`src/rtl/vga_timing_ctrl.sv`:
```
// VGA timing generator with pixel fetch, underflow flag and DAC-aligned sync/colour; optional TEST_PATTERN_EN colour bars.
// Latency: pix_req_o to DAC outputs (sync, active video, rgb) is 2 clk_i cycles, all outputs mutually aligned.
// Backpressure: none; the pixel source must answer 1 cycle after each request or the pixel is blanked and underflow_o set.
module vga_timing_ctrl #(
  parameter int H_ACTIVE = 640,
  parameter int H_FP     = 16,
  parameter int H_SYNC   = 96,
  parameter int H_BP     = 48,
  parameter int V_ACTIVE = 480,
  parameter int V_FP     = 10,
  parameter int V_SYNC   = 2,
  parameter int V_BP     = 33,
  parameter bit SYNC_POL = 1'b0,
  localparam int H_TOTAL = H_ACTIVE + H_FP + H_SYNC + H_BP,
  localparam int V_TOTAL = V_ACTIVE + V_FP + V_SYNC + V_BP,
  localparam int HW      = $clog2(H_TOTAL),
  localparam int VW      = $clog2(V_TOTAL)
) (
  input  logic          clk_i,
  input  logic          rst_i,
  input  logic          en_i,
  input  logic          clr_underflow_i,
`ifdef TEST_PATTERN_EN
  input  logic          pattern_sel_i,
`endif
  output logic          pix_req_o,
  output logic [HW-1:0] pix_x_o,
  output logic [VW-1:0] pix_y_o,
  input  logic          pix_valid_i,
  input  logic [11:0]   pix_rgb_i,
  output logic          hsync_o,
  output logic          vsync_o,
  output logic          active_video_o,
  output logic [3:0]    r_o,
  output logic [3:0]    g_o,
  output logic [3:0]    b_o,
  output logic          frame_start_o,
  output logic          underflow_o
);

  localparam logic [HW-1:0] H_LAST   = HW'(H_TOTAL - 1);
  localparam logic [VW-1:0] V_LAST   = VW'(V_TOTAL - 1);
  localparam logic [HW-1:0] H_ACT    = HW'(H_ACTIVE);
  localparam logic [VW-1:0] V_ACT    = VW'(V_ACTIVE);
  localparam logic [HW-1:0] HS_FIRST = HW'(H_ACTIVE + H_FP);
  localparam logic [HW-1:0] HS_LAST  = HW'(H_ACTIVE + H_FP + H_SYNC - 1);
  localparam logic [VW-1:0] VS_FIRST = VW'(V_ACTIVE + V_FP);
  localparam logic [VW-1:0] VS_LAST  = VW'(V_ACTIVE + V_FP + V_SYNC - 1);

  typedef enum logic {IDLE, RUN} state_t;

  state_t          state_q, state_d;
  logic [HW-1:0]   h_cnt;
  logic [VW-1:0]   v_cnt;
  logic            run;
  logic            h_last, v_last;
  logic            in_active;

  // stage-1 registers (counter snapshot one cycle behind)
  logic            run_d1, act_d1, req_d1;
  logic [HW-1:0]   h_d1;
  logic [VW-1:0]   v_d1;
  logic [11:0]     pix_s1;
  logic            uf_set;
  logic            hs_on, vs_on;
  logic [11:0]     rgb_q;

  assign run    = (state_q == RUN);
  assign h_last = (h_cnt == H_LAST);
  assign v_last = (v_cnt == V_LAST);

  // Run/stop decisions only happen at the last pixel of a frame so frames are never cut short.
  always_comb begin
    state_d = state_q;
    case (state_q)
      IDLE:    if (en_i) state_d = RUN;
      RUN:     if (h_last && v_last && !en_i) state_d = IDLE;
      default: state_d = IDLE;
    endcase
  end

  // FSM state register
  always_ff @(posedge clk_i) begin
    if (rst_i) state_q <= IDLE;
    else       state_q <= state_d;
  end

  // Raster counters: held at origin while idle, free-running with wrap while running.
  always_ff @(posedge clk_i) begin
    if (rst_i || !run) begin
      h_cnt <= '0;
      v_cnt <= '0;
    end else if (h_last) begin
      h_cnt <= '0;
      v_cnt <= v_last ? '0 : v_cnt + 1'b1;
    end else begin
      h_cnt <= h_cnt + 1'b1;
    end
  end

  // Stage 0: fetch request straight from the counters.
  assign in_active     = run && (h_cnt < H_ACT) && (v_cnt < V_ACT);
  assign pix_x_o       = h_cnt;
  assign pix_y_o       = v_cnt;
  assign frame_start_o = run && (h_cnt == '0) && (v_cnt == '0);
`ifdef TEST_PATTERN_EN
  assign pix_req_o     = in_active && !pattern_sel_i;
`else
  assign pix_req_o     = in_active;
`endif

`ifdef TEST_PATTERN_EN
  localparam logic [HW-1:0] HBAR = HW'(H_ACTIVE / 8);
  logic        pat_d1;
  logic [2:0]  bar_idx;
  logic [11:0] bar_rgb;

  assign bar_idx = 3'(h_d1 / HBAR);

  // Colour-bar lookup, left to right
  always_comb begin
    bar_rgb = 12'h000;
    case (bar_idx)
      3'd0: bar_rgb = 12'hFFF;
      3'd1: bar_rgb = 12'hFF0;
      3'd2: bar_rgb = 12'h0FF;
      3'd3: bar_rgb = 12'h0F0;
      3'd4: bar_rgb = 12'hF0F;
      3'd5: bar_rgb = 12'hF00;
      3'd6: bar_rgb = 12'h00F;
      default: bar_rgb = 12'h000;
    endcase
  end

  // Pattern select travels with its pixel so a mid-line switch stays aligned
  always_ff @(posedge clk_i) begin
    if (rst_i) pat_d1 <= 1'b0;
    else       pat_d1 <= pattern_sel_i;
  end
`endif

  // Stage 1 capture: snapshot of the counter position the returning pixel belongs to.
  always_ff @(posedge clk_i) begin
    if (rst_i) begin
      run_d1 <= 1'b0;
      act_d1 <= 1'b0;
      req_d1 <= 1'b0;
      h_d1   <= '0;
      v_d1   <= '0;
    end else begin
      run_d1 <= run;
      act_d1 <= in_active;
      req_d1 <= pix_req_o;
      h_d1   <= h_cnt;
      v_d1   <= v_cnt;
    end
  end

  // Stage 1 check: a requested pixel without valid is blanked and flagged; unsolicited valids are ignored.
  always_comb begin
    pix_s1 = 12'h000;
    uf_set = 1'b0;
    if (req_d1) begin
      if (pix_valid_i) pix_s1 = pix_rgb_i;
      else             uf_set = 1'b1;
    end
`ifdef TEST_PATTERN_EN
    if (pat_d1 && act_d1) pix_s1 = bar_rgb;
`endif
  end

  assign hs_on = run_d1 && (h_d1 >= HS_FIRST) && (h_d1 <= HS_LAST);
  assign vs_on = run_d1 && (v_d1 >= VS_FIRST) && (v_d1 <= VS_LAST);

  // Stage 2: register every DAC-facing signal on the same edge so they stay phase-matched.
  always_ff @(posedge clk_i) begin
    if (rst_i) begin
      hsync_o        <= ~SYNC_POL;
      vsync_o        <= ~SYNC_POL;
      active_video_o <= 1'b0;
      rgb_q          <= 12'h000;
    end else begin
      hsync_o        <= hs_on ? SYNC_POL : ~SYNC_POL;
      vsync_o        <= vs_on ? SYNC_POL : ~SYNC_POL;
      active_video_o <= act_d1;
      rgb_q          <= act_d1 ? pix_s1 : 12'h000;
    end
  end

  assign r_o = rgb_q[11:8];
  assign g_o = rgb_q[7:4];
  assign b_o = rgb_q[3:0];

  // Sticky underflow flag; a new underflow outranks a simultaneous clear.
  always_ff @(posedge clk_i) begin
    if (rst_i)                underflow_o <= 1'b0;
    else if (uf_set)          underflow_o <= 1'b1;
    else if (clr_underflow_i) underflow_o <= 1'b0;
  end

endmodule

```
`config.mk`:
```
export PLATFORM = sky130hd
export DESIGN_NAME = vga_timing_ctrl
export DESIGN_NICKNAME = d
export VERILOG_FILES = /design/src/rtl/vga_timing_ctrl.sv
export SDC_FILE = /design/constraint.sdc
export NUM_CORES = 1
export LEC_CHECK = 0
export CAP_MARGIN = 10
export CORE_MARGIN = 2
export CORE_UTILIZATION = 35
export DETAILED_ROUTE_END_ITERATION = 8
export SETUP_SLACK_MARGIN = 0.15
export SLEW_MARGIN = 20
export SYNTH_ARGS = -nofsm -noshare
export SYNTH_HDL_FRONTEND = slang
export SYNTH_SLANG_ARGS = --single-unit
```
`constraint.sdc`:
```
create_clock -name clk_i -period 1.9 [get_ports clk_i]
set_clock_uncertainty 0.05 [all_clocks]
set_input_delay 0.285 -clock clk_i [delete_from_list [all_inputs] [get_ports clk_i]]
set_output_delay 0.285 -clock clk_i [all_outputs]
set_load 0.03 [all_outputs]
```
### Word-level counts from Yosys, hierarchy flattened

Index checks and enable logic that the tools add are counted.
W data, S select, Z words.

* flip-flop bits (word level): 59
* input port bits: 17
* output and inout bits: 38

* add/subtract/negate cells: 2
* magnitude comparators: 6
* eq/ne operators: 2
* multiplexer cells: 10
* bitwise gates (word level): 3
* reductions and logical operators: 18

Operators with widths (count)
* $add A10 B1 Y10 const B: 2
* $eq A10 B10 Y1 const B: 2
* $logic_not A10 Y1: 2
* $ge A10 B10 Y1 const B: 1
* $ge A10 B9 Y1 const B: 1
* $le A10 B10 Y1 const B: 1
* $le A10 B9 Y1 const B: 1
* $logic_and A1 B1 Y1: 10
* $lt A10 B10 Y1 const B: 1
* $lt A10 B9 Y1 const B: 1
* $mux W10: 1
* $mux W1: 8
* $not A1 Y1: 3
* $reduce_or A3 Y1: 1
* $logic_not A1 Y1: 2
* $pmux W1 S2: 1
* $reduce_bool A2 Y1: 1
* $reduce_or A2 Y1: 1
* $logic_or A1 B1 Y1: 1

### Logic depth before layout (Yosys ltp)

* word-level depth: 5
* mapped depth: 6

### Worst setup path after synthesis

No wires, ideal clock.

* kind: flip-flop to output port
* start point: reg v_cnt[1], in the netlist pix_y_o[1]
* end point: out frame_start_o
* arrival: 1.993 ns
* data required time: 1.565 ns
* setup slack: -0.428 ns
* stages on the path, launching flop included: 7
* buffers on the path: 0
* cell sequence: dfxtp_1 -> inv_1 -> ha_1 -> nor2b_1 -> and3_1 -> nand4_1 -> nor4_1

* word-level cells in the longest chain between the ends: 2

Ends and longest elaborated chain
* start, declared: RTL line 54 `logic [VW-1:0] v_cnt;`
* start signal, assigned: RTL line 95 `v_cnt <= v_last ? '0 : v_cnt + 1'b1;`
* $logic_not A10 Y1: RTL line 105 `assign frame_start_o = run && (h_cnt == '0) && (v_cnt == '0);`
* $logic_and A1 B1 Y1: RTL line 105
* end, declared: RTL line 37 `output logic frame_start_o,`

No other way between the ends.

### Worst setup path after layout

Same ends and word-level chain as after synthesis.

==> out/metrics.csv <==
stage,metric,value,unit
drt,vias_per_cell,4.76,
synthesis,ys.flop_type,dfxtp_1,
synthesis,synth-async-reset-ratio,0,
global_route,grt.total_usage,0.157,
setup_path,start_kind,flop,
setup_path,crit_type,reg -> out,
synthesis,syn_nets,226,
global_route,grt_pass1_vias,1503,
synthesis,yosys-top-cells-count,"54 x dfxtp_1, 23 x nor2_1, 17 x and3_1",
pwr,intPower,1.46,mW
run_status,violations,negative setup slack,
timing,slew_headroom,0.505,
timing,timing.hold.ws,332,ps
synthesis,post-synth-top-area-cell,dfxtp_1,
synthesis,synth.top_cell.area_share,0.530,
synthesis,yosysWarnings,0,
global_route,overflow,0,
setup_path,critical_path_buf_inv_count,2,
floorplanning,core_area,5570,µm²
drt,wl,4.80,mm
global_route,grt_antenna_before_repair,0,
global_route,grtUsageMet2,0.238,
cells_and_area,nNetsFinal,294,
clock_network,numClockSinks,54,
clock_network,cts_tree,done,
clock_network,hold_buffers,0,
floorplanning,rows,27,
flow_run,max-cap-violations,0,
pwr,vdd_drop_max,0.000293,V
synthesis,seq_area_frac_synth,0.530,
setup_path,endpoint_kind,primary output,
placement,placed_area,2750,µm²
pwr,p_clk_frac,0.318,
setup_path,slowest_delay,350,ps
drt,vias,1642,
synthesis,synth_edf_count,0,
floorplanning,die-area,6450,µm²
global_route,grt.busiest_layer,met2,
pwr,p_leak,1.19,nW
synthesis,synth_area_leaders,"dfxtp_1 53%, and3_1 5.2%, nor2b_1 4.9%",
global_route,met3_usage,0.0303,
pwr,powerDensity,660,nW/µm²
drt,drtPass1Iterations,4,
setup_path,crit_arrival,1600,ps
cells_and_area,design_area,2870,µm²
setup_path,required,1560,ps
timing,timing.final.ws_setup,-36.1,ps
timing,fmax,516,MHz
floorplanning,pin_count,55,
setup_path,worst_path_dominant_cell_family,simple AND/OR/NAND/NOR gates,
cells_and_area,diodes,0,
global_route,grt_pass1_wl,7.68,mm
drt,post_drt_wl_per_cell,13.9,µm
synthesis,postSynthAreaPerCell,9.94,µm²
synthesis,syn-cell-area,2040,µm²
clock_network,clk_path_buf_depth,2,
clock_network,clk_pin_slew_worst_paths,90,ps
timing,final-hold-violation-count,0,
synthesis,synth-seq-cells,54,
pwr,pwr-share-seq,0.606,
clock_network,clkLatencyLatePin,290,ps
timing,period_minus_slack,1940,ps
floorplanning,chipHeight,80.3,µm
timing,setup_violations,1,
run_status,outcome,"complete, but fails checks",
floorplanning,fp.dieW,80.3,µm
synthesis,ys_types,37,
setup_path,crit_path_top_delay_cell,dfxtp_4,
floorplanning,initial_core_util,0.366,
placement,routabilityCongestion,0.809,
setup_path,crit_chain,inv_2 > ha_1 > nor2b_4 > and3_1 > nand4_1 > nor4_4 > buf_6,
pwr,p_sw_frac,0.226,
global_route,grt_use_met1,0.221,
drt,postRouteAntennaNets,0,
timing,drv_slew,0,
clock_network,htreeDepth,2,
setup_path,cp_max_fo,2,
pwr,p_sw,0.428,mW
clock_network,root_buffer,clkbuf_8,
cells_and_area,final_util,0.515,
timing,worst_pin_slew,742,ps
pwr,combPwrFrac,0.075,
placement,portBuffers,54,
drt,drcViolationCount,0,
drt,drt_iter0_drc,90,
hold_path,hold_class,reg -> reg,
clock_network,cts_buffers,5,
synthesis,synthesis.instances,205,
placement,post-dp-hpwl,3.59,mm
timing,rsz0062_at_grt,true,
cells_and_area,syn_to_final_growth,40.8,%
timing,setup_tns,-36.1,ps
global_route,grt_max_degree,16,
cells_and_area,layout-drive-gt1-share,0.165,
synthesis,synth_most_common_cell,dfxtp_1,
timing,fin_crit_sh,1.02,
==> metrics by stage <==
stage	worst slack, ps	power (mW)	std cells
floorplan	39.4	1.24	205
global placement	112	1.32	336
detailed placement	101	1.32	336
CTS	-47.7	1.92	345
global route	-110	1.97	345
finish	-36.1	1.89	345
==> final timing paths <==
path         startpoint       endpoint  slack, ps  cells after the start
max          pix_y_o[1]  frame_start_o        -40                      7
min             h_d1[7]        hsync_o        330                      1
max reg2reg  pix_x_o[1]     pix_y_o[8]        240                      5
min reg2reg     h_d1[7]        hsync_o        330                      1
==> layer usage <==
| metal | routed length (µm) | share of wire |
|---|---|---|
| met5 | 0 | 0 |
| met4 | 55 | 0.011 |
| met3 | 117 | 0.024 |
| met2 | 2220 | 0.46 |
| met1 | 2410 | 0.50 |
==> power groups by stage <==
| stage | registers [mW] | clock network (mW) | logic [mW] |
|---|---|---|---|
| floorplan | 1.19 | 0 | 0.0462 |
| global placement | 1.18 | 0 | 0.142 |
| detailed placement | 1.18 | 0 | 0.142 |
| CTS | 1.15 | 0.629 | 0.143 |
| global route | 1.15 | 0.670 | 0.151 |
| finish | 1.15 | 0.603 | 0.142 |
==> cell type report <==
cell class                      count  area [µm²]
Clock buffer                        6        72.6
Clock inverter                      1        7.51
Fill cell                         535        2710
Inverter                            8        30.0
Multi-Input combinational cell    135         946
Sequential cell                    54        1090
Tap cell                           72        90.1
Timing Repair Buffer               69         628
==> worst register-to-register path, stage by stage, from the launching register on <==
cell,delay [ps]
dfxtp_2,390
ha_4,170
and4_4,290
nand4_4,140
or4_4,440
a21oi_2,130
==> state kept, by name, summed over array words and instances (netlist names) <==
signal,flops
hsync_o,1
pix_y_o,10
run,1
h_d1,6
vsync_o,1
underflow_o,1
req_d1,1
run_d1,1
rgb_q,12
v_d1,9
pix_x_o,10
active_video_o,1
==> cells by family after synthesis <==
group | after synthesis | synth area share
DFF | 54 | 0.530
buffers and inverters | 16 | 0.0313
xor gates and xnor gates | 12 | 0.0516
and+or+nand+nor | 105 | 0.319
AOI/OAI and AO/OA | 13 | 0.0387
muxes | 1 | 0.00491
adders and majority gates | 4 | 0.0246
==> timing repair <==
| action | CTS | global route |
|---|---|---|
| endpoints found under the setup margin | 22 | 9 |
| pin swaps | 2 | 0 |
| resized for setup | 31 | 10 |
| setup buffers | 2 | 0 |
==> placed cells by master (no fill, tap or decap), drive strengths merged, types with 2 or more instances in the layout <==
master,count
ha,4
inv,8
dlygate4sd2,19
nand4bb,3
xor2,4
a21oi,6
nand4b,2
nand3,8
clkbuf,6
nand2,7
xnor2,8
nor3,5
nand4,8
and3,17
nand2b,3
or3,3
nor2b,16
nor4,4
nor2,24
dfxtp,54
clkdlybuf4s50,32
buf,17
o21ai,5
(Power assumes the default switching activity.)
==> RTL change: new RTL, config.mk and constraints unchanged <==
The parameter `V_ACTIVE` goes from 480 to 240.
--- a/src/rtl/vga_timing_ctrl.sv
+++ b/src/rtl/vga_timing_ctrl.sv
@@ -8,3 +8,3 @@
   parameter int H_BP     = 48,
-  parameter int V_ACTIVE = 480,
+  parameter int V_ACTIVE = 240,
   parameter int V_FP     = 10,
Interface: changed (resized pix_y_o); port bits go from 55 to 54. The function was not compared with the original's and may differ.
==> RTL change against the unedited design <==
Design area decreased by 2.1%. Sequential cell count decreased by 2. Count of clock-buffer cells in the layout decreased by 1. Routed wire length shrank 11%. Non-clock buffer count up 3. Worst setup slack better by 58 ps. Power grew 4.1%. Cell count is 2.0% lower. Largest power group unchanged. Hold slack improved by 0.77 ps. Maximum frequency is 3.1% higher. Sequential power down 3%. Area after synthesis shrank 5.9%.
==> RTL change: results (changes against the unedited design) <==
CTS-repair resized insts: 26 (-16%)
Sw Share: 21.05% (-1.6 points)
Seq/Total Area, Yosys: 54.27% (+1.2 points)
CP max stage cell: dfxtp_2
Register Area: 1056 um2 (-3.5%)
Post-synthesis compound-gate area fraction: 4.044% (+0.18 points)
Post-Synth XOR/XNOR Area: 5.479% (+0.32 points)
Synth area leaders: dfxtp_1 (54%), and3_1 (5.5%), nor2b_1 (4.2%)
Max_slew headroom: 60.24% (+9.8 points)
Clk pwr: 0.730 mW (+21%)
Max stage delay on crit path: 330 ps (-20 ps)
Synth Area in Adders: 2.609% (+0.15 points)
Routed length per placed instance: 12.58 um (-9.6%)
Layout cells sized above 1: 18.66% (+2.2 points)
Final wirelength: 4.252 mm (-11%)
Met1 GRT Util: 19.29% (-2.8 points)
Met3 wire length: 297 um (+150%)
Static Leakage: 1.197 nW (+0.87%)
Drt initial violations: 44 (-51%)
Mux contribution to synthesized area: 0% (-0.49 points)
First-pass GRT wire length: 6.900 mm (-10%)
Placed inst area: 2629 um2 (-4.3%)
# port buffers: 53 (-1.9%)
Met2 routed wirelength: 1.895 mm (-14%)
Status: complete, no violations
Syn Nets: 216 (-4.4%)
Met3 Use GR: 3.103% (+0.070 points)
DP HPWL: 3.117 mm (-13%)
==> RTL change: changes by cell type in the layout (fill, tap and decap cells not counted), moves of 3 or more <==
cell | before | now
dfxtp_1 | 47 | 44
buf_4 | 15 | 19
nor2_1 | 23 | 20
nand4_1 | 7 | 11
dlygate4sd2_1 | 19 | 16
nand4bb_1 | 3 | 0
==> RTL change: worst paths after layout <==
check	slack, ps	startpoint	end	cells after the start
setup / recovery	20	pix_y_o[1]	frame_start_o	6
hold / removal	330	v_d1[1]	vsync_o	1
setup reg to reg	250	pix_x_o[0]	pix_y_o[8]	5
hold reg to reg	330	v_d1[1]	vsync_o	1
==> RTL change: area by class of cell <==
type | count | area share (%)
clock inverters | 3 | 1.515
inverters | 9 | 1.203
clock buffers | 5 | 2.451
well taps | 70 | 3.119
multi-input cells | 127 | 30.88
flip-flops and latches | 52 | 37.61
repair buffers | 72 | 23.22
